[config.mk]
export PLATFORM = sky130hd
export DESIGN_NAME = pipeline_controller_flat
export DESIGN_NICKNAME = d
export VERILOG_FILES = /design/src/rtl/pipeline_controller_pkg.sv /design/src/rtl/pipeline_controller_if.sv /design/src/rtl/pipeline_controller_stall_encoder.sv /design/src/rtl/pipeline_controller.sv /design/src/flat_wrapper.sv
export SDC_FILE = /design/constraint.sdc
export NUM_CORES = 1
export LEC_CHECK = 0
export CORE_MARGIN = 1.5
export CORE_UTILIZATION = 46
export CTS_CLUSTER_DIAMETER = 200
export DETAILED_ROUTE_END_ITERATION = 12
export PLACE_DENSITY = 0.79
export SETUP_SLACK_MARGIN = 0.4
export SLEW_MARGIN = 20
export SYNTH_ARGS = -nofsm -noshare
export SYNTH_HDL_FRONTEND = slang
export SYNTH_HIERARCHICAL = 1
export SYNTH_SLANG_ARGS = --single-unit
[constraint.sdc]
create_clock -name clk -period 3.8 [get_ports clk]
set_input_delay 0.95 -clock clk [delete_from_list [all_inputs] [get_ports clk]]
set_output_delay 0.95 -clock clk [all_outputs]
set_load 0.01 [all_outputs]
[src/rtl/pipeline_controller_pkg.sv]
// pipeline_controller_pkg: shared bus widths, stage indices and stall-mask helper
package pipeline_controller_pkg;
  localparam int ADDR_W = 32;
  localparam int STALL_W = 5;
  localparam int STAGE_PC = 0;
  localparam int STAGE_IF = 1;
  localparam int STAGE_ID = 2;
  localparam int STAGE_EX = 3;
  localparam int STAGE_MEM = 4;
  function automatic logic [STALL_W-1:0] thermo(input int s);
    thermo = STALL_W'((32'd2 << s) - 32'd1);
  endfunction
endpackage

[src/rtl/pipeline_controller_if.sv]
// pipeline_controller_if: stall/redirect signals between pipeline stages and the controller
interface pipeline_controller_if;
  import pipeline_controller_pkg::*;
  logic stall_req_if;
  logic stall_req_id;
  logic stall_req_ex;
  logic stall_req_mem;
  logic if_busy;
  logic exc_req;
  logic [ADDR_W-1:0] exc_target_pc;
  logic [STALL_W-1:0] stall_vec;
  logic flush;
  logic [ADDR_W-1:0] flush_pc;
  modport master(
    output stall_req_if, stall_req_id, stall_req_ex, stall_req_mem, if_busy, exc_req, exc_target_pc,
    input stall_vec, flush, flush_pc
  );
  modport slave(
    input stall_req_if, stall_req_id, stall_req_ex, stall_req_mem, if_busy, exc_req, exc_target_pc,
    output stall_vec, flush, flush_pc
  );
endinterface

[src/rtl/pipeline_controller_stall_encoder.sv]
// pipeline_controller_stall_encoder: highest requesting stage stalls itself and every stage before it
module pipeline_controller_stall_encoder
  import pipeline_controller_pkg::*;
(
  input  logic [3:0]         req_i,
  output logic [STALL_W-1:0] stall_vec_o
);
  always_comb stall_vec_o = req_i[3] ? thermo(STAGE_MEM) :
                            req_i[2] ? thermo(STAGE_EX)  :
                            req_i[1] ? thermo(STAGE_ID)  :
                            req_i[0] ? thermo(STAGE_IF)  : '0;
endmodule

[src/rtl/pipeline_controller.sv]
// pipeline_controller: stall vector, deferred flush sequencing and stall performance/hang monitoring
module pipeline_controller
  import pipeline_controller_pkg::*;
#(
  parameter int TIMEOUT_CYCLES = 1024,
  parameter int CNT_WIDTH = 32
) (
  input  logic                 clk,
  input  logic                 rst,
  pipeline_controller_if.slave ctl,
  output logic [CNT_WIDTH-1:0] stall_cycles_o,
  output logic                 stall_timeout_o
);
  typedef enum logic [1:0] {RUN, WAIT_IF, FLUSH} state_t;
  localparam int RUN_W = $clog2(TIMEOUT_CYCLES + 1);
  state_t state_q, state_d;
  logic [ADDR_W-1:0] target_q, target_d;
  logic [CNT_WIDTH-1:0] cyc_q, cyc_d;
  logic [RUN_W-1:0] run_q, run_d;
  logic timeout_q, timeout_d;
  logic [STALL_W-1:0] enc_vec, vec;
  logic stalled;
  pipeline_controller_stall_encoder u_enc (
    .req_i({ctl.stall_req_mem, ctl.stall_req_ex, ctl.stall_req_id, ctl.stall_req_if}),
    .stall_vec_o(enc_vec)
  );
  always_comb begin
    state_d = state_q;
    target_d = target_q;
    if (state_q == RUN && ctl.exc_req) begin
      state_d = ctl.if_busy ? WAIT_IF : FLUSH;
      target_d = ctl.exc_target_pc;
    end else if (state_q == WAIT_IF && !ctl.if_busy) begin
      state_d = FLUSH;
    end else if (state_q == FLUSH) begin
      state_d = RUN;
    end
    vec = rst ? '0 : state_q == RUN ? enc_vec : state_q == WAIT_IF ? '1 : '0;
    stalled = |vec;
    cyc_d = stalled && !(&cyc_q) ? cyc_q + CNT_WIDTH'(1) : cyc_q;
    run_d = !stalled ? '0 : run_q == RUN_W'(TIMEOUT_CYCLES) ? run_q : run_q + RUN_W'(1);
    timeout_d = timeout_q | (stalled && run_q == RUN_W'(TIMEOUT_CYCLES - 1));
  end
  always_ff @(posedge clk) begin
    if (rst) begin
      state_q <= RUN;
      target_q <= '0;
      cyc_q <= '0;
      run_q <= '0;
      timeout_q <= 1'b0;
    end else begin
      state_q <= state_d;
      target_q <= target_d;
      cyc_q <= cyc_d;
      run_q <= run_d;
      timeout_q <= timeout_d;
    end
  end
  assign ctl.stall_vec = vec;
  assign ctl.flush = state_q == FLUSH;
  assign ctl.flush_pc = target_q;
  assign stall_cycles_o = cyc_q;
  assign stall_timeout_o = timeout_q;
endmodule
[src/flat_wrapper.sv]
// flat-port wrapper written by rule: the top's interface ports become plain ports
module pipeline_controller_flat import pipeline_controller_pkg::*;
#(
  parameter int TIMEOUT_CYCLES = 1024,
  parameter int CNT_WIDTH = 32
)
  (clk, rst, stall_cycles_o, stall_timeout_o, ctl_stall_req_if, ctl_stall_req_id, ctl_stall_req_ex, ctl_stall_req_mem, ctl_if_busy, ctl_exc_req, ctl_exc_target_pc, ctl_stall_vec, ctl_flush, ctl_flush_pc);
  pipeline_controller_if ctl_i ();
  input  logic clk;
  input  logic rst;
  output logic [CNT_WIDTH-1:0] stall_cycles_o;
  output logic stall_timeout_o;
  input wire logic [$bits(ctl_i.stall_req_if)-1:0] ctl_stall_req_if;
  input wire logic [$bits(ctl_i.stall_req_id)-1:0] ctl_stall_req_id;
  input wire logic [$bits(ctl_i.stall_req_ex)-1:0] ctl_stall_req_ex;
  input wire logic [$bits(ctl_i.stall_req_mem)-1:0] ctl_stall_req_mem;
  input wire logic [$bits(ctl_i.if_busy)-1:0] ctl_if_busy;
  input wire logic [$bits(ctl_i.exc_req)-1:0] ctl_exc_req;
  input wire logic [$bits(ctl_i.exc_target_pc)-1:0] ctl_exc_target_pc;
  output wire logic [$bits(ctl_i.stall_vec)-1:0] ctl_stall_vec;
  output wire logic [$bits(ctl_i.flush)-1:0] ctl_flush;
  output wire logic [$bits(ctl_i.flush_pc)-1:0] ctl_flush_pc;
  assign ctl_i.stall_req_if = ctl_stall_req_if;
  assign ctl_i.stall_req_id = ctl_stall_req_id;
  assign ctl_i.stall_req_ex = ctl_stall_req_ex;
  assign ctl_i.stall_req_mem = ctl_stall_req_mem;
  assign ctl_i.if_busy = ctl_if_busy;
  assign ctl_i.exc_req = ctl_exc_req;
  assign ctl_i.exc_target_pc = ctl_exc_target_pc;
  assign ctl_stall_vec = ctl_i.stall_vec;
  assign ctl_flush = ctl_i.flush;
  assign ctl_flush_pc = ctl_i.flush_pc;
  pipeline_controller #(.TIMEOUT_CYCLES(TIMEOUT_CYCLES), .CNT_WIDTH(CNT_WIDTH)) u_core (.clk(clk), .rst(rst), .ctl(ctl_i), .stall_cycles_o(stall_cycles_o), .stall_timeout_o(stall_timeout_o));
endmodule
Word-level counts from Yosys, hierarchy flattened
Index checks and enable logic that the tools add are counted.

storage, ports and cells
  bits in registers = 78
  latch bits = 0
  bits in writable memories = 0
  memory bits (read-only) = 0
  bits of input ports = 40
  output and inout port bits = 71
  word-level logic and storage cells = 35
  memories kept = 0

cells by class
  add/sub/neg operators = 2
  multiply operators = 0
  divide/modulo/power cells = 0
  magnitude comparators = 0
  equality and inequality tests = 4
  shift-type cells = 0
  mux-type cells = 11
  bitwise gates (word level) = 2
  reductions and logical operators = 11

operators by type and width
  operator                                         count
  adder 32 x 1 -> 32 bit, second input constant    1
  AND reduction 32 bit                             1
  2-to-1 mux 5 bit                                 6
  adder 11 x 1 -> 11 bit, second input constant    1
  == test 11 x 10 -> 1 bit, second input constant  1
  == test 11 bit, second input constant            1
  2-to-1 mux 2 bit                                 5
  OR reduction 5 bit                               1
  logical AND 1 bit                                4
  nonzero test 3 bit                               1
  == test 2 x 1 -> 1 bit, second input constant    1
  == test 2 bit, second input constant             1
  logical NOT 1 bit                                2
  logical NOT 2 bit                                1
  OR reduction 2 bit                               1
  inverter 1 bit                                   1
  bitwise OR 1 bit                                 1

Logic depth before layout (Yosys ltp)
Gate-level depths: netlist (run 1).

  word-level depth = 9
  gate-level depth with buffers = 8
  depth with buffers taken out = 6

Hierarchy
The synthesis (run 1) kept the hierarchy.

by module, submodules not included
  module                             instances  cells an instance  area each (µm²)  seq. area each (µm²)
  pipeline_controller                1          415                3,358.2          1,561.5
  pipeline_controller_stall_encoder  1          5                  35.0             0.0

Worst setup path before layout (run 1)
OpenSTA, ideal clock, no wires.

  kind = input-to-reg
  start = input port ctl_stall_req_if
  end = register u_core.cyc_q[1] (netlist: u_core/stall_cycles_o[1])
  setup time = 128 ps
  data arrival time = 3,085 ps
  data required time = 3,672 ps
  path slack = 588 ps
  stages = 8
  buffers on the path = 2
  path through = or4_1 buf_4 or4_1 o31a_1 o31ai_2 buf_2 mux2i_1 nor2_1

on the way
  cells in the longest elaborated chain, start to end = 8

ends and longest elaborated chain
  item                            RTL line                                 text
  from (decl)                     flat_wrapper.sv:13                       input wire logic [$bits(ctl_i.stall_req_if)-1:0] ctl_stall_req_if;
  2-to-1 mux 2 bit                pipeline_controller_stall_encoder.sv:11  req_i[0] ? thermo(STAGE_IF) : '0;
  2-to-1 mux 5 bit                pipeline_controller_stall_encoder.sv:10  req_i[1] ? thermo(STAGE_ID) :
  2-to-1 mux 5 bit                pipeline_controller_stall_encoder.sv:9   req_i[2] ? thermo(STAGE_EX) :
  2-to-1 mux 5 bit                pipeline_controller_stall_encoder.sv:8   always_comb stall_vec_o = req_i[3] ? thermo(STAGE_MEM) :
  named net u_core.enc_vec[1]     pipeline_controller.sv:21                logic [STALL_W-1:0] enc_vec, vec;
  2-to-1 mux 5 bit (2 in series)  pipeline_controller.sv:38                vec = rst ? '0 : state_q == RUN ? enc_vec : state_q == WAIT_IF ? '1 : '0;
  OR reduction 5 bit              pipeline_controller.sv:39                stalled = |vec;
  logical AND 1 bit               pipeline_controller.sv:40                cyc_d = stalled && !(&cyc_q) ? cyc_q + CNT_WIDTH'(1) : cyc_q;
  to (signal assigned)            pipeline_controller.sv:54                cyc_q <= cyc_d;
  to (decl)                       pipeline_controller.sv:18                logic [CNT_WIDTH-1:0] cyc_q, cyc_d;

The timed path passes the listed nets, and every way through them passes these cells.
A chain may end at the register's enable or synchronous reset.

Worst setup path in the final report (run 1)
  start = input port ctl_stall_req_if
  end = output port ctl_stall_vec[1]

on the way
  cells in the longest elaborated chain, start to end = 6

ends and longest elaborated chain
  item                            RTL line                                 text
  2-to-1 mux 2 bit                pipeline_controller_stall_encoder.sv:11
  2-to-1 mux 5 bit                pipeline_controller_stall_encoder.sv:10
  2-to-1 mux 5 bit                pipeline_controller_stall_encoder.sv:9
  2-to-1 mux 5 bit                pipeline_controller_stall_encoder.sv:8
  2-to-1 mux 5 bit (2 in series)  pipeline_controller.sv:38
  to (decl)                       flat_wrapper.sv:20                       output wire logic [$bits(ctl_i.stall_vec)-1:0] ctl_stall_vec;

Every way passes these cells.

==> metrics.md, run 1 <==
| Metric | Value |
|---|---|
| Share of cells above drive strength 1 | 5.333% |
| Insertion delay to the later sink of the worst-skew pair | 340 ps |
| Hold/Removal Path Class | register to register |
| Post-detailed-route wirelength per cell | between 10 and 15 um |
| Cell chain of the critical path | clkdlybuf4s50_1, or4_4, o21a_1, dlygate4sd2_1 |
| Run status | complete, no violations |
| Crit path arrival time | 2420 ps |
| Element type at the critical path start | input pin |
| Wire length reported by the detailed router | a little under 9 mm |
| Starting utilization of the core area | between 40 and 50% |
| Clock tree root driver cell | sky130_fd_sc_hd__clkbuf_8 |
| Maximum clock frequency | 296.7 MHz |
| Core region area | around 7000 um2 |
| Clock-pin slew on the worst setup and hold paths | 70 ps |
| Sequential-to-total area share from yosys stat | about 46% |
| Length in cells of the worst reg-to-reg path | 6 |
| Clock period minus worst slack | ~3400 ps |
| Postcts setup bufs | 0 |
| Endpoint required time on the critical path | around 2900 ps |
| Unique cell type count in the Yosys netlist | between 40 and 50 |
| Die Footprint | between 7000 and 8000 um2 |
| Number of warning messages in the yosys log | 6 |
| Final cycle utilization of the critical path | about nine tenths |
| Most area-consuming cells after synthesis | sky130_fd_sc_hd__dfxtp_1 46%, sky130_fd_sc_hd__nand2_1 9.3%, sky130_fd_sc_hd__a21oi_1 8.3% |
| P per Cell Area | between 300 and 400 nW/um2 |
| Syn Area/Cell | 8.079 um2 |
| Final ANT Viol Nets | 0 |
| Global route total overflow | 0 |
| Nets in the synthesized netlist | 463 |
| Leakage power total | 1.633 nW |
| Global placement routability congestion | 0.8131 |
| Multi-input gate area | 1719 um2 |
| Seq. cell area | between 1500 and 2000 um2 |
| Gate power share | 11.8% |
| Synthesis-to-layout area growth | 40.82% |
| Clock sink count | 78 |
| Pins over their slew limit | 0 |
| Via count of the routed design | between 3,000 and 4,000 |
| Largest area contributor in the synthesized netlist | sky130_fd_sc_hd__dfxtp_1 |
| Mean number of vias per cell | about 5.4 |
| CTS H-Tree Depth | 3 |
| Clock tree skew after final layout | between 8 and 9 ps |
| Clock tree from TritonCTS | yes |
| Cell area after placement | between 4000 and 5000 um2 |
| Clock power frac | about two fifths |
| Total internal power | between 0.001 and 0.0015 W |
| Router iterations before antenna repair | 4 |
| Number of cells produced by synthesis | 420 |
| # diodes | 0 |
| Transition time of the tightest slew-check pin | 687.5 ps |
| Vertical extent of the die | 88.89 um |
| Sort of element at the end of the critical path | output pin |
| Vias in the first global route | between 3,000 and 4,000 |
| Number of synthesized flops with an enable pin | 0 |
| Async set-or-reset flop fraction in the synthesized netlist | 0% |
| Power spent charging and discharging nets | 0.0004074 W |
| Hold Path Depth | 2 |
| Slowest CP cell | sky130_fd_sc_hd__or4_4 |
| Largest net degree at the start of global routing | between 60 and 70 |
| Wire length of the first global-routing pass | 14.40 mm |
| Violation count after the first detailed-routing iteration | 149 |
| Antenna violations before repair | 0 |
| Delay-heaviest family, CP | buffers and inverters |
| Worst path bufs/invs | 2 |
| Highest net fanout along the worst path | 5 |
| Final design area excluding fillers | 4778 um2 |
| Final-layout setup total negative slack | 0 ps |
| Cell area after synthesis | around 3400 um2 |
| Drc violations | 0 |
| # port buffers | 110 |
| CP Class | input pin to output pin |
| Endpoints failing setup | 0 |
| Boundary pin count | 111 |
| Final #Nets | 563 |
| Number of hold violations in the final report | 0 |
| Commonest cells after routing, fill and taps aside | 105 x sky130_fd_sc_hd__clkdlybuf4s50_1, 84 x sky130_fd_sc_hd__nand2_1, 78 x sky130_fd_sc_hd__dfxtp_1, 56 x sky130_fd_sc_hd__a21oi_1, 24 x sky130_fd_sc_hd__nor2_1 |
| CTS max path bufs | 2 |
| Slowest Stage Delay on Critical Path | 580 ps |
| Die width | about 90 um |
| Half-perimeter wire length after detailed placement | about 6.3 mm |
| Worst-case vdd ir drop | between 0.2 and 0.25 mV |
| Count of standard-cell rows | 31 |
| Fillcell total | approximately 600 |
| Register-to-register path setup slack | 1320 ps |
| Max-Cap Viols | 0 |
| Hold_buf cts | 0 |
| Most common library cell in the layout ignoring fill and taps | sky130_fd_sc_hd__clkdlybuf4s50_1 |
| Headroom to the max-slew limit | 53.44% |
| Share of the synthesized area in the top cell type | between 40% and 50% |
| Top flip-flop cell by instance count after synthesis | sky130_fd_sc_hd__dfxtp_1 |
| Fraction of power spent switching nets | around 23% |
| WP depth | 4 |
| Global-route usage over all layers | 23.24% |
| Register bit total from synthesis | 78 |
| Sequential cell fraction of total power | about half |
| Setup repair after global routing missed its margin | no |
| Number of buffers inserted during clock tree synthesis | 9 |
## cell families (layout without fill, tap and decap cells)
group           after synthesis  in the layout  share of synthesized area (%)
flops                        78             78                          46.02
simple gates                192            192                          27.69
fa+ha+maj                     3              3                          1.106
compound gates              101            101                          17.26
mux                           4              4                          1.254
buf+inv                      31            136                          3.834
xor+xnor                     11             11                          2.839
## cell type report
cell class	count	area share, %
Clock buffer	12	2.828
Clock inverter	4	1.990
Inverter	6	0.4713
Multi-Input combinational cell	311	35.98
Sequential cell	78	32.68
Tap cell	99	2.592
Timing Repair Buffer	114	23.46
## tightest hold or removal path: cells and delay by family (launching register included)
| family | cells | cell delay (ps) |
|---|---|---|
| AOI/OAI and AO/OA | 1 | 50 |
| and+or+nand+nor | 1 | 50 |
| DFF | 1 | 310 |
## worst paths after layout
check / start / end
min: u_core/ctl.flush_pc[2] / u_core/ctl.flush_pc[2]
max: ctl_stall_req_if / ctl_stall_vec[1]
max reg2reg: u_core/stall_cycles_o[0] / u_core/stall_cycles_o[22]
min reg2reg: u_core/ctl.flush_pc[2] / u_core/ctl.flush_pc[2]
## cell usage after synthesis (2+ instances only)
| master | count |
|---|---|
| sky130_fd_sc_hd__nand2_1 | 84 |
| sky130_fd_sc_hd__dfxtp_1 | 78 |
| sky130_fd_sc_hd__a21oi_1 | 56 |
| sky130_fd_sc_hd__nor2_1 | 24 |
| sky130_fd_sc_hd__or3_1 | 22 |
| sky130_fd_sc_hd__o21ai_0 | 19 |
| sky130_fd_sc_hd__clkbuf_1 | 17 |
| sky130_fd_sc_hd__nand3_1 | 13 |
| sky130_fd_sc_hd__nand4_1 | 11 |
| sky130_fd_sc_hd__o21a_1 | 9 |
| sky130_fd_sc_hd__xor2_1 | 9 |
| sky130_fd_sc_hd__and4_1 | 7 |
| sky130_fd_sc_hd__and3_1 | 6 |
| sky130_fd_sc_hd__inv_1 | 6 |
| sky130_fd_sc_hd__or4_1 | 6 |
| sky130_fd_sc_hd__buf_2 | 5 |
| sky130_fd_sc_hd__nor2b_1 | 4 |
| sky130_fd_sc_hd__nor3_1 | 4 |
| sky130_fd_sc_hd__o31ai_1 | 4 |
| sky130_fd_sc_hd__ha_1 | 3 |
| sky130_fd_sc_hd__o211ai_1 | 3 |
| sky130_fd_sc_hd__or2_2 | 3 |
| sky130_fd_sc_hd__and2_1 | 2 |
| sky130_fd_sc_hd__buf_4 | 2 |
| sky130_fd_sc_hd__mux2_2 | 2 |
| sky130_fd_sc_hd__mux2i_1 | 2 |
| sky130_fd_sc_hd__nand2b_1 | 2 |
| sky130_fd_sc_hd__o311ai_0 | 2 |
| sky130_fd_sc_hd__o41ai_1 | 2 |
| sky130_fd_sc_hd__xnor2_1 | 2 |
## state kept, by name (all words and copies together) (netlist names)
name	flops
u_core/state_q	2
u_core/run_q	11
u_core/stall_timeout_o	1
u_core/ctl.flush_pc	32
u_core/stall_cycles_o	32
## metrics by stage
stage,worst slack [ps],hold WS [ps],instances,util [%],power [W]
3_5_place_dp,99.64,446.2,608,63.28,0.001101
4_1_cts,431.8,456.2,624,66.47,0.001818
2_1_floorplan,587.7,468.6,420,-,0.0009794
6_report,429.2,455.1,624,66.59,0.001803
3_3_place_gp,224.3,441.0,608,63.24,0.001094
5_1_grt,407.5,477.8,624,66.59,0.001887
## routing by layer
layer  GRT usage (%)  part of all wire, %  vias up
met5               0                    0        -
met4           8.523                  1.1        0
met3           5.690                  6.7        8
met2           38.22                   49      105
met1           29.61                   43     1560
li1                -                    -     1677
## power groups by stage
stage,Clock (W),Combinational (W),Sequential [W]
after floorplan,0,0.0000863,0.000893
after global placement,0,0.000209,0.000885
after detailed placement,0,0.000215,0.000886
after CTS,0.000736,0.000215,0.000867
after global routing,0.000781,0.000235,0.000871
final,0.000722,0.000213,0.000867
## timing repair
| action | CTS | global route |
|---|---|---|
| resized for setup | 5 | 1 |
| cloned | 0 | 0 |
| endpoints found under the setup margin | 3 | 3 |
| endpoints found under the hold margin | 0 | 0 |
Note: power is estimated with default switching activity, not from simulation.
==> run 2, diff against run 1 <==
--- a/config.mk
+++ b/config.mk
@@ -9,6 +9,7 @@
 export CORE_UTILIZATION = 46
 export CTS_CLUSTER_DIAMETER = 200
 export DETAILED_ROUTE_END_ITERATION = 12
+export GPL_TIMING_DRIVEN = 0
 export PLACE_DENSITY = 0.79
 export SETUP_SLACK_MARGIN = 0.4
 export SLEW_MARGIN = 20
==> run 2 against run 1 <==
First-iteration DRC count increased by 19%. Combinational power increased by 7%. Non-clock buffer count increased by 24. Critical endpoint is now ctl_stall_vec[0]. Clock power decreased by 6.6%. Critical path depth unchanged. Sequential cell count unchanged. Global-route usage decreased by 0.21 points. Total power decreased by 2.0%. Register-to-register slack got worse by 100 ps. Core utilization increased by 1.5 points.
==> metrics.md, run 2 (synthesis gave the netlist of run 1 again) <==
| Metric | Value |
|---|---|
| Mean number of vias per cell | 5.380 (+0.22%) |
| Length in cells of the worst reg-to-reg path | 6 (unchanged) |
| Endpoints failing setup | 0 (unchanged) |
| CTS H-Tree Depth | 3 (unchanged) |
| Global placement routability congestion | 0.8356 (+2.8%) |
| Boundary pin count | 111 (unchanged) |
| Cell area after placement | 4608 um2 (+1.5%) |
| Vertical extent of the die | 88.89 um (unchanged) |
| Clock period minus worst slack | 3335 ps (-36.08 ps) |
| Number of buffers inserted during clock tree synthesis | 9 (unchanged) |
| Clock-pin slew on the worst setup and hold paths | 70 ps (about the same) |
| Core region area | 7176 um2 (unchanged) |
| Gate power share | 12.9% (+1.1 points) |
| P per Cell Area | 361.7 nW/um2 (-4.1%) |
| # diodes | 0 (unchanged) |
| Final design area excluding fillers | 4885 um2 (+2.2%) |
| Headroom to the max-slew limit | 51.41% (-2.0 points) |
| # port buffers | 109 (-0.91%) |
| Global route total overflow | 0 (unchanged) |
| Share of cells above drive strength 1 | 6.934% (+1.6 points) |
| RR Startpoint | u_core/stall_cycles_o[19] |
| Die width | 88.89 um (unchanged) |
| Drc violations | 0 (unchanged) |
| Antenna violations before repair | 0 (unchanged) |
| Total internal power | 0.001330 W (-4.7%) |
| Leakage power total | 1.670 nW (+2.3%) |
| Maximum clock frequency | 299.9 MHz (+1.1%) |
| Clock tree skew after final layout | 12.19 ps (+3.764 ps) |
| Via count of the routed design | 3,481 (+3.9%) |
| Slowest Stage Delay on Critical Path | 550 ps (-30 ps) |
| Cell chain of the critical path | clkdlybuf4s50_1, or4_4, o21a_1, dlygate4sd2_1 |
| Register-to-register path setup slack | 1220 ps (-100 ps) |
| CTS max path bufs | 2 (unchanged) |
| Starting utilization of the core area | 47.29% (unchanged) |
| Hold/Removal Path Class | register to register |
| Highest net fanout along the worst path | 4 (-1) |
| Die Footprint | 7901 um2 (unchanged) |
| Final-layout setup total negative slack | 0 ps (unchanged) |
| Crit path arrival time | 2380 ps (-40 ps) |
| Pins over their slew limit | 0 (unchanged) |
| Largest net degree at the start of global routing | 14 (-78%) |
| Start point of the worst hold path | u_core/ctl.flush_pc[0] |
| Insertion delay to the later sink of the worst-skew pair | 360 ps (+20 ps) |
| Endpoint required time on the critical path | 2850 ps (about the same) |
| Final cycle utilization of the critical path | 87.76% (-0.95 points) |
| Global-route usage over all layers | 23.03% (-0.21 points) |
| Fin util | 68.07% (+1.5 points) |
| Wire length reported by the detailed router | 9.052 mm (+2.1%) |
| Clock tree root driver cell | sky130_fd_sc_hd__clkbuf_8 |
| Half-perimeter wire length after detailed placement | 6.519 mm (+3.5%) |
| Setup repair after global routing missed its margin | no |
| Final ANT Viol Nets | 0 (unchanged) |
| Critical R2R Capture | u_core/stall_cycles_o[7] |
| Hold path endpoint | u_core/ctl.flush_pc[0] |
| Count of standard-cell rows | 31 (unchanged) |
| Wire length of the first global-routing pass | 14.01 mm (-2.7%) |
| Transition time of the tightest slew-check pin | 717.5 ps (+30.05 ps) |
| Most common library cell in the layout ignoring fill and taps | sky130_fd_sc_hd__clkdlybuf4s50_1 |
| Number of hold violations in the final report | 0 (unchanged) |
| Vias in the first global route | 3,092 (-1.6%) |
| Clock power frac | 38.2% (-1.9 points) |
| Slowest CP cell | sky130_fd_sc_hd__or4_4 |
| Fillcell total | 580 (-1.2%) |
| CP Class | input pin to output pin |
| Clock tree from TritonCTS | yes |
| Sequential cell fraction of total power | 48.9% (+0.8 points) |
| Max-Cap Viols | 0 (unchanged) |
| Post-detailed-route wirelength per cell | 13.99 um (-1.5%) |
| Router iterations before antenna repair | 4 (unchanged) |
| Violation count after the first detailed-routing iteration | 178 (+19%) |
| Worst-case vdd ir drop | 0.2480 mV (+3.6%) |
| Fraction of power spent switching nets | 24.70% (+2.1 points) |
| Sort of element at the end of the critical path | output pin |
| Synthesis-to-layout area growth | 43.95% |
| Commonest cells after routing, fill and taps aside | 105 x sky130_fd_sc_hd__clkdlybuf4s50_1, 84 x sky130_fd_sc_hd__nand2_1, 78 x sky130_fd_sc_hd__dfxtp_1, 56 x sky130_fd_sc_hd__a21oi_1, 24 x sky130_fd_sc_hd__nor2_1 |
| Power spent charging and discharging nets | 0.0004364 W (+7.1%) |
| Run status | complete, no violations |
| Clock sink count | 78 (unchanged) |
| Final #Nets | 587 (+4.3%) |
| Hold Path Depth | 2 (unchanged) |
| Sum of internal, switching and leakage power | 0.001767 W (-2.0%) |
| Element type at the critical path start | input pin |
| Origin of the worst setup path | ctl_stall_req_id |
-- run 2: worst max path at each step --
stage,endpoint,slack [ps],cells after the start
floorplan,u_core/stall_cycles_o[1],590,8
global placement,u_core/stall_cycles_o[27],-50,9
detailed placement,u_core/stall_cycles_o[13],-100,9
CTS,ctl_stall_vec[1],320,5
global route,u_core/stall_cycles_o[23],390,9
finish,ctl_stall_vec[0],470,4
-- run 2: what timing repair did --
action / 4_1_cts / 5_1_grt
buffers inserted: 0 / 3
endpoints found under the setup margin: 21 / 19
pin swaps: 0 / 2
gates resized for setup: 8 / 9
hold buffers: 0 / 0
cloned: 1 / 0
-- run 2: metrics by stage --
stage,hold slack [ps],cells,worst slack (ps)
6_report,454.4,647,465.3
2_1_floorplan,468.6,420,587.7
3_3_place_gp,441.0,628,-47.30
5_1_grt,473.6,647,392.2
4_1_cts,456.1,644,323.7
3_5_place_dp,446.1,628,-96.71
-- run 2: worst max-delay path, delay by kind of cell --
family | cells | cell delay, ps
compound gates | 1 | 190
simple gates | 1 | 550
buf+inv | 2 | 690
-- run 2: per-layer routing --
| layer | vias up | part of all wire (%) | track usage [%] |
|---|---|---|---|
| met4 | 0 | 1.9 | 10.51 |
| met2 | 120 | 46 | 36.64 |
| met5 | - | 0 | 0 |
| met1 | 1623 | 44 | 28.59 |
| li1 | 1727 | - | - |
| met3 | 11 | 8.0 | 7.183 |
-- run 2: cell type report --
cell class | count | area [um2] | area share [%]
buffer | 25 | 122.6 | 2.510
clock buffer | 9 | 123.9 | 2.536
clock inverter | 6 | 87.58 | 1.793
inverter | 6 | 22.52 | 0.4611
multi-input combinational | 311 | 1729 | 35.40
sequential | 78 | 1562 | 31.97
tap | 99 | 123.9 | 2.536
timing repair buffer | 113 | 1114 | 22.80
-- run 2: power groups by stage --
stage	Clock (W)	Combinational, W	Sequential (W)
3_5_place_dp	0	0.000222	0.000884
6_report	0.000674	0.000228	0.000865
4_1_cts	0.000684	0.000224	0.000865
2_1_floorplan	0	0.0000863	0.000893
3_3_place_gp	0	0.000218	0.000882
5_1_grt	0.000712	0.000250	0.000868
==> run 3, diff against run 2 <==
--- a/config.mk
+++ b/config.mk
@@ -6,11 +6,12 @@
 export NUM_CORES = 1
 export LEC_CHECK = 0
 export CORE_MARGIN = 1.5
-export CORE_UTILIZATION = 46
+export CORE_UTILIZATION = 41
 export CTS_CLUSTER_DIAMETER = 200
+export CTS_CLUSTER_SIZE = 30
 export DETAILED_ROUTE_END_ITERATION = 12
 export GPL_TIMING_DRIVEN = 0
-export PLACE_DENSITY = 0.79
+export PLACE_DENSITY = 0.74
 export SETUP_SLACK_MARGIN = 0.4
 export SLEW_MARGIN = 20
 export SYNTH_ARGS = -nofsm -noshare
==> constraint.sdc (replaced) <==
create_clock -name clk -period 2.65 [get_ports clk]
set_input_delay 0.6625 -clock clk [delete_from_list [all_inputs] [get_ports clk]]
set_output_delay 0.6625 -clock clk [all_outputs]
set_load 0.01 [all_outputs]
==> run 3 against run 2 <==
Register-to-register slack worse by 1000 ps. First-iteration DRC count up 11%. Combinational power up 65%. Critical path depth up 5. Die area up 12%. Clock skew down 1.1 ps. Cell area up 11%. Via count up 3.9%. Cell count up 5.1%. Largest cell class unchanged. Largest power group unchanged.
==> metrics.md, run 3 (synthesis gave the netlist of run 1 again) <==
| Metric | Value |
|---|---|
| Hold_buf cts | 0 (unchanged) |
| Number of hold violations in the final report | 0 (unchanged) |
| Vertical extent of the die | 93.98 um (+5.7%) |
| Global placement routability congestion | 0.8116 (-2.9%) |
| CTS H-Tree Depth | 3 (unchanged) |
| Crit path arrival time | 2790 ps (+410 ps) |
| Length in cells of the worst reg-to-reg path | 9 (+3) |
| Total internal power | 0.002189 W (+65%) |
| Post-detailed-route wirelength per cell | 15.13 um (+8.2%) |
| Final cycle utilization of the critical path | 96.58% |
| Fin util | 68.86% (+0.79 points) |
| Starting utilization of the core area | 43.02% (-4.3 points) |
| Insertion delay to the later sink of the worst-skew pair | 350 ps (about the same) |
| # port buffers | 109 (unchanged) |
| Setup repair after global routing missed its margin | yes |
| Wire length reported by the detailed router | 10.29 mm (+14%) |
| Critical R2R Capture | u_core/stall_cycles_o[28] |
| Sort of element at the end of the critical path | register |
| CP Class | input pin to register |
| RR Startpoint | u_core/stall_cycles_o[0] |
| Via count of the routed design | 3,618 (+3.9%) |
| Start point of the worst hold path | u_core/ctl.flush_pc[15] |
| Origin of the worst setup path | ctl_stall_req_id |
| Synthesis-to-layout area growth | 60.07% |
| Transition time of the tightest slew-check pin | 635.1 ps (-82.44 ps) |
| Die Footprint | 8831 um2 (+12%) |
| Vias in the first global route | 3,322 (+7.4%) |
| Violation count after the first detailed-routing iteration | 198 (+11%) |
| Most common library cell in the layout ignoring fill and taps | sky130_fd_sc_hd__clkdlybuf4s50_1 |
| Boundary pin count | 111 (unchanged) |
| CTS max path bufs | 2 (unchanged) |
| P per Cell Area | 520.6 nW/um2 (+44%) |
| Half-perimeter wire length after detailed placement | 6.561 mm (+0.65%) |
| Hold/Removal Path Class | register to register |
| Final Worst Setup Slack | 90.70 ps (-374.6 ps) |
| Leakage power total | 1.939 nW (+16%) |
| Sequential cell fraction of total power | 43.8% (-5.1 points) |
| Router iterations before antenna repair | 4 (unchanged) |
| Clock tree root driver cell | sky130_fd_sc_hd__clkbuf_8 |
| Antenna violations before repair | 0 (unchanged) |
| Die width | 93.98 um (+5.7%) |
| Final design area excluding fillers | 5431 um2 (+11%) |
| Core region area | 7888 um2 (+9.9%) |
| Global-route usage over all layers | 22.94% (-0.092 points) |
| Maximum clock frequency | ~390 MHz |
| Cell area after placement | 4658 um2 (+1.1%) |
| Headroom to the max-slew limit | 57.66% (+6.3 points) |
| Clock tree from TritonCTS | yes |
| Clock tree skew after final layout | 11.07 ps (-1.125 ps) |
| Share of cells above drive strength 1 | 18.69% (+12 points) |
| Largest net degree at the start of global routing | 14 (unchanged) |
| Clock period minus worst slack | between 2000 and 3000 ps |
| Max-Cap Viols | 0 (unchanged) |
| Pins over their slew limit | 0 (unchanged) |
| Clock power frac | 42.9% (+4.7 points) |
| Register-to-register path setup slack | 180 ps (-1040 ps) |
| Drc violations | 0 (unchanged) |
| Run status | complete, no violations |
| Wire length of the first global-routing pass | 15.90 mm (+13%) |
| Clock-pin slew on the worst setup and hold paths | 80 ps (about the same) |
| Number of buffers inserted during clock tree synthesis | 9 (unchanged) |
| Endpoint required time on the critical path | 2880 ps (+30 ps) |
| Fraction of power spent switching nets | 22.59% (-2.1 points) |
| Worst-case vdd ir drop | 0.4030 mV (+63%) |
| Element type at the critical path start | input pin |
| Highest net fanout along the worst path | 5 (+1) |
| Clock sink count | 78 (unchanged) |
| Gate power share | 13.3% (+0.4 points) |
| Final ANT Viol Nets | 0 (unchanged) |
| Commonest cells after routing, fill and taps aside | 100 x sky130_fd_sc_hd__clkdlybuf4s50_1, 83 x sky130_fd_sc_hd__nand2_1, 75 x sky130_fd_sc_hd__dfxtp_1, 53 x sky130_fd_sc_hd__a21oi_1, 26 x sky130_fd_sc_hd__buf_4 |
| Mean number of vias per cell | 5.321 (-1.1%) |
| Worst slack at placement | -762.3 ps (-665.6 ps) |
| Power spent charging and discharging nets | 0.0006387 W (+46%) |
| CP endpoint | u_core/stall_cycles_o[1] |
| Endpoints failing setup | 0 (unchanged) |
| Final #Nets | 616 (+4.9%) |
| Count of standard-cell rows | 32 (+3.2%) |
| Global route total overflow | 0 (unchanged) |
| # diodes | 0 (unchanged) |
==> run 3: power by group through the flow <==
stage / Sequential, W / Clock (W) / Combinational [W]
floorplan: 0.00128 / 0 / 0.000128
global placement: 0.00126 / 0 / 0.000319
detailed placement: 0.00127 / 0 / 0.000324
CTS: 0.00124 / 0.00123 / 0.000352
global route: 0.00124 / 0.00128 / 0.000407
finish: 0.00124 / 0.00121 / 0.000376
==> run 3: worst min path at each step <==
stage                                          to  depth (start not counted)
after floorplan            u_core/stall_timeout_o                          1
after detailed placement   u_core/ctl.flush_pc[6]                          2
final                     u_core/ctl.flush_pc[15]                          2
after global routing      u_core/ctl.flush_pc[15]                          2
after CTS                 u_core/ctl.flush_pc[14]                          2
after global placement     u_core/ctl.flush_pc[2]                          2
==> run 3: area by class of cell <==
type	count	area, um2
tap	102	127.6
sequential	78	1570
buffer	25	152.6
multi-input combinational	311	1908
clock inverter	5	128.9
inverter	6	22.52
timing repair buffer	142	1370
clock buffer	11	151.4
fill	612	2456
==> run 3: timing repair <==
action / in CTS / in global routing
endpoints found under the setup margin: 49 / 55
setup buffers: 19 / 10
pin swaps: 12 / 30
resized for setup: 56 / 54
cloned: 4 / 0
==> run 3: routing by layer <==
layer / vias to the layer above / global-route usage, % / wire length, um
met4: 0 / 7.090 / 129
li1: 1793 / - / -
met5: - / 0 / 0
met2: 115 / 38.41 / 5082
met3: 13 / 8.576 / 752
met1: 1697 / 27.20 / 4325
==> run 3: through the flow <==
stage,total power [W],TNS (ps),hold slack (ps),cells
floorplan,0.001409,-973.0,468.6,420
global placement,0.001584,-23690,441.6,631
detailed placement,0.001591,-24820,445.8,631
CTS,0.002826,0,455.9,670
global route,0.002929,0,468.6,680
finish,0.002827,0,455.0,680
==> run 3: critical path, cell delays in order <==
cell and delay (ps):
sky130_fd_sc_hd__buf_6 90, sky130_fd_sc_hd__or4_4 530, sky130_fd_sc_hd__buf_6 130, sky130_fd_sc_hd__or4_4 430
sky130_fd_sc_hd__o31a_4 400, sky130_fd_sc_hd__o31ai_4 110, sky130_fd_sc_hd__buf_6 180, sky130_fd_sc_hd__mux2i_1 200
sky130_fd_sc_hd__nor2_1 50
==> RTL edit 1: new RTL, settings of run 2 <==
Encoding of `state_t`: now one-hot (3 bits for 3 states).
--- a/src/rtl/pipeline_controller.sv
+++ b/src/rtl/pipeline_controller.sv
@@ -13,3 +13,3 @@
 );
-  typedef enum logic [1:0] {RUN, WAIT_IF, FLUSH} state_t;
+  typedef enum logic [2:0] {RUN = 3'b001, WAIT_IF = 3'b010, FLUSH = 3'b100} state_t;
   localparam int RUN_W = $clog2(TIMEOUT_CYCLES + 1);
Formal check against the unedited RTL: same outputs for any inputs over 10 cycles, from zero or initial values and one cycle with rst high; not proved beyond that.
==> RTL edit 1 against run 2 <==
Total power grew 2.8%; first-iteration DRC count fell by 28%; cell area grew 3.7%; wire length grew 8.0%; area after synthesis increased by 7.4%; hold slack improved by 0.00072 ns; sequential cell count increased by 1; setup slack lost 0.0083 ns.
==> RTL edit 1: results (changes against run 2) <==
The combined global-route utilization of all metal layers was 0.232 (+0.00207). The largest fanout of any net on the critical path is 2 (-2). First-iteration detailed-routing DRC count: 129 (-28%). The later-pin clock latency in the skew report was 0.34 ns (-0.02 ns). Post-place setup slack: 0.122 ns (+0.219 ns).

The commonest cells after synthesis are nand2_1, dfxtp_1, a21oi_1, nor2_1, nand3_1. The half-perimeter wire length after placement is 7250 um (+11%). The register area share after synthesis was 0.434 (-0.0261).

For the number of buffers created by CTS, the log shows 9 (unchanged). The final weighted congestion of routability-driven global placement was 0.895 (+7.1%); the final net count was 612 (+4.3%). The via total after detailed routing came out at 3698 (+6.2%). The share of layout cells above drive strength 1 was 0.0697 (+0.000343); the net count after synthesis was 491 (+6.0%). For this design, the slowest cell found on the critical path is clkdlybuf4s50_1.

The leakage power came out at 1.73 nW (+3.5%). The number of iterations in the first detailed-routing pass was 5 (+1); the slew at the pin closest to its max-slew limit was 0.590 ns (-0.127 ns). The count of filler cells inserted in the layout is 675 (+16%). The maximum VDD drop is 0.261 mV (+5.3%). In the post-synthesis netlist, the biggest area contributors are dfxtp_1, nand2_1, a21oi_1. The logs give 3501 (+13%) for the number of global-route vias before repair and 47 (+15%) for the number of distinct standard cells referenced by the synthesized netlist. The run gives 0.00494 ns (-0.00725 ns) as the final clock skew. The delay of the slowest critical-path stage works out to 0.48 ns (-0.07 ns). The flow ran to the end, and the final reports show no timing, DRC or antenna violations.

The first-pass GRT wire length was 16000 um (+14%). The placed cell area came out at 0.00487 sq mm (+5.7%).
==> RTL edit 1: changes by cell type after synthesis, moves of 5 or more <==
cell     delta
a21oi_1     +6
and4_1      -6
nand3_1     +6
nor3_1      +5
o21a_1      -9
o21ai_0     -5
o31ai_1     +8
or3_1       -8
or4_1       +7
==> RTL edit 1: report_power, final <==
part / leakage, nW / switching, mW / total, mW / internal [mW]
Combinational: 0.988 / 0.147 / 0.292 / 0.145
Clock: 0.0997 / 0.309 / 0.631 / 0.322
Sequential: 0.642 / 0.0280 / 0.893 / 0.865
Total: 1.73 / 0.484 / 1.82 / 1.33
==> RTL edit 1: through the flow <==
| stage | utilization | cells |
|---|---|---|
| global placement | 0.634 | 660 |
| floorplan | - | 448 |
| global route | 0.659 | 676 |
| CTS | 0.659 | 676 |
| detailed placement | 0.634 | 660 |
| finish | 0.659 | 676 |
==> RTL edit 1: final timing paths <==
| check | from | to | slack, ns | cells past startpoint |
|---|---|---|---|---|
| setup / recovery | ctl_stall_req_id | ctl_stall_vec[2] | 0.46 | 5 |
| hold / removal | u_core/ctl.flush_pc[2] | u_core/ctl.flush_pc[2] | 0.46 | 2 |
| setup reg to reg | u_core/stall_cycles_o[0] | u_core/stall_cycles_o[28] | 1.54 | 6 |
| hold reg to reg | u_core/ctl.flush_pc[2] | u_core/ctl.flush_pc[2] | 0.46 | 2 |
==> RTL edit 1: critical path: cells and delay by family <==
kind | cells | cell delay [ns]
AOI/OAI and AO/OA | 1 | 0.07
buffers and inverters | 2 | 0.90
and+or+nand+nor | 2 | 0.47
==> RTL edit 1: kinds of logic (layout without fill, tap and decap cells) <==
family,count (synthesis),count (layout),share of synthesized area
xor gates and xnor gates,9,9,0.0216
and+or+nand+nor,217,217,0.310
muxes,6,6,0.0185
AOI/OAI and AO/OA,102,102,0.164
adders and majority gates,3,3,0.0103
buffers and inverters,32,158,0.0412
DFF,79,79,0.434
==> RTL edit 1: layout make-up <==
cell class / count / share of cell area
Multi-Input combinational cell: 337 / 0.378
Sequential cell: 79 / 0.312
Timing Repair Buffer: 110 / 0.216
Clock buffer: 11 / 0.0279
Tap cell: 102 / 0.0252
Buffer: 23 / 0.0230
Clock inverter: 5 / 0.0111
Inverter: 9 / 0.00667
==> RTL edit 1: timing repair <==
action | CTS | global route
endpoints found under the hold margin | 0 | 0
endpoints found under the setup margin | 5 | 5
resized for setup | 3 | 6
pin swaps | 0 | 0
hold buffers | 0 | 0
==> RTL edit 1: per-layer routing <==
layer	global-route usage	share of wire	up-vias
met5	0	0	-
met4	0.0808	0.0088	0
met3	0.0406	0.054	9
met2	0.393	0.49	108
met1	0.298	0.45	1726
li1	-	-	1855
==> RTL edit 2: new RTL, config.mk and constraints of run 2 <==
Made on the original files. Change the package constant `STALL_W` from 5 to 4.
--- a/src/rtl/pipeline_controller_pkg.sv
+++ b/src/rtl/pipeline_controller_pkg.sv
@@ -3,3 +3,3 @@
   localparam int ADDR_W = 32;
-  localparam int STALL_W = 5;
+  localparam int STALL_W = 4;
   localparam int STAGE_PC = 0;
Ports: changed (resized ctl_stall_vec); port bits go from 111 to 110. The function was not compared with the original's and may differ.
==> RTL edit 2 against run 2 <==
Setup slack better by 0.030 ns; final cell count increased by 1.5%; combinational power decreased by 4%; wire length grew 3.4%; count of clock-buffer cells in the layout is the same; total power up 0.14%; sequential cell count unchanged; area after synthesis grew 3.5%; clock skew is 0.0040 ns lower; synthesized cell count increased by 3.1%; cell area grew 1.3%; first-iteration DRC count is 50% higher; critical path type unchanged; largest cell class unchanged; highest routed layer unchanged.
==> RTL edit 2: results (changes against run 2) <==
By count the netlist is led by nand2_1, dfxtp_1, a21oi_1, nor2_1. The cell depth of the worst flop-to-flop path was 6 (unchanged); the final non-filler cell total was 657 (+1.5%). The placed cell area is 0.00473 sq mm (+2.6%). The worst register-to-register path begins at u_core/state_q[0]. The tools report the half-perimeter wire length after placement as 6990 um (+7.2%).

The final clock skew was 0.00820 ns (-0.00399 ns). The worst hold path stage count works out to 2 (unchanged). In the post-synthesis netlist, the biggest area contributors are dfxtp_1, nand2_1, a21oi_1. Slowest cell on the critical path: or4_4. Leakage power: 1.70 nW (+1.9%). The maximum count of clock buffers along a single path is 2 (unchanged), and the synthesized instance count is 433 (+3.1%). The register area share after synthesis was 0.445 (-0.0156). The worst setup slack for register-to-register paths was 1.53 ns (+0.31 ns). The share of layout cells above drive strength 1 came out at 0.0699 (+0.000549).

The number of H-tree branching levels came out at 3 (unchanged). In this run the worst setup path begins at ctl_stall_req_id. The tools report the number of buffers created by CTS as 9 (unchanged). For the total setup buffers inserted after CTS, the log shows 0 (unchanged). The flow ran to the end, and the final reports show no timing, DRC or antenna violations.

The largest fanout of any net on the critical path came out at 3 (-1). The initial antenna violation count was 0 (unchanged); the arrival time of data at the critical path endpoint was 2.35 ns (-0.03 ns). The final weighted congestion of routability-driven global placement is 0.814 (-2.6%). The post-synthesis async set-or-reset flop share came out at 0 (unchanged). The logs give 0.278 mV (+12%) for the maximum VDD drop and 641 (+2.1%) for the total placed cells including tap cells. The later-pin clock latency in the skew report is 0.35 ns, and the combined global-route utilization of all metal layers is 0.232 (+0.00170).

The most used flip-flop cell after synthesis is dfxtp_1. For the final net count, the log shows 596 (+1.5%). The first-iteration detailed-routing DRC count was 267 (+50%).

The run gives 0.506 (-0.00802) as the tightest slew margin relative to the limit. The library cell used as clock root buffer is clkbuf_8. The tools report the via total after detailed routing as 3563 (+2.4%). The net count after synthesis is 476 (+2.8%). The number of distinct standard cells referenced by the synthesized netlist came out at 45 (+9.8%).

The first-pass GRT wire length is 15600 um (+11%). The logs give 5 (+1) for the number of iterations in the first detailed-routing pass and 0.134 ns (+0.230 ns) for the post-place setup slack. The path class of the tightest hold or removal check is flip-flop to flip-flop. The number of global-route vias before repair was 3401 (+10%). The logs give 15 (+1) for the pin count of the biggest net entering global routing and 0.495 ns (+0.0301 ns) for the post-layout worst setup margin.

The startpoint identified for the worst hold timing path is u_core/ctl.flush_pc[16]. The delay of the slowest critical-path stage came out at 0.53 ns (-0.02 ns). The final routed wire length divided by cell count was 14.2 um (+1.8%). The total number of yosys warnings was 6 (unchanged). The CTS clock-pin slew for the worst setup and hold paths works out to 0.08 ns.
[RTL edit 2: worst register-to-register path, stage by stage (launching register included)]
cell and delay (ns):
dfxtp_1 0.30, clkbuf_1 0.17, or4_1 0.58, o21ai_0 0.46, nor4b_1 0.17, nand4_1 0.15, mux2_2 0.33
[RTL edit 2: path summary, 6_finish.rpt]
check | end
max | ctl_stall_vec[0]
min | u_core/ctl.flush_pc[16]
max reg2reg | u_core/stall_cycles_o[26]
min reg2reg | u_core/ctl.flush_pc[16]
[RTL edit 2: repair_timing]
action / 4_1_cts / 5_1_grt
gates resized for setup: 3 / 3
endpoints found under the hold margin: 0 / 0
cloned: 0 / 0
endpoints found under the setup margin: 2 / 2
[RTL edit 2: power breakdown]
group / internal, mW / total [mW] / switching [mW] / leakage (nW)
clock network: 0.372 / 0.686 / 0.315 / 0.109
logic: 0.115 / 0.219 / 0.104 / 0.959
registers: 0.846 / 0.864 / 0.0183 / 0.634
[RTL edit 2: metrics by stage]
stage / total power, mW / hold slack (ns)
finish: 1.77 / 0.456
global route: 1.84 / 0.480
CTS: 1.79 / 0.458
detailed placement: 1.10 / 0.446
global placement: 1.10 / 0.441
floorplan: 0.980 / 0.469
[RTL edit 2: layout make-up]
| class | instances | area, sq um |
|---|---|---|
| inverters | 8 | 30.0 |
| fillers | 607 | 2380 |
| flip-flops and latches | 78 | 1560 |
| multi-input cells | 323 | 1820 |
| clock buffers | 9 | 124 |
| plain buffers | 24 | 105 |
| repair buffers | 109 | 1090 |
| clock inverters | 7 | 98.8 |
| well taps | 99 | 124 |
[RTL edit 2: cell families after synthesis]
group	Yosys count	share of synthesized area
buffers and inverters	32	0.0385
AOI/OAI and AO/OA	90	0.151
xor gates and xnor gates	12	0.0299
muxes	7	0.0221
adders and majority gates	3	0.0107
DFF	78	0.445
and+or+nand+nor	211	0.304
[RTL edit 2: per-layer routing]
metal,vias up,track usage,share of wire
li1,1769,-,-
met1,1671,0.271,0.42
met2,101,0.396,0.49
met3,22,0.0732,0.062
met4,0,0.0886,0.031
met5,-,0,0
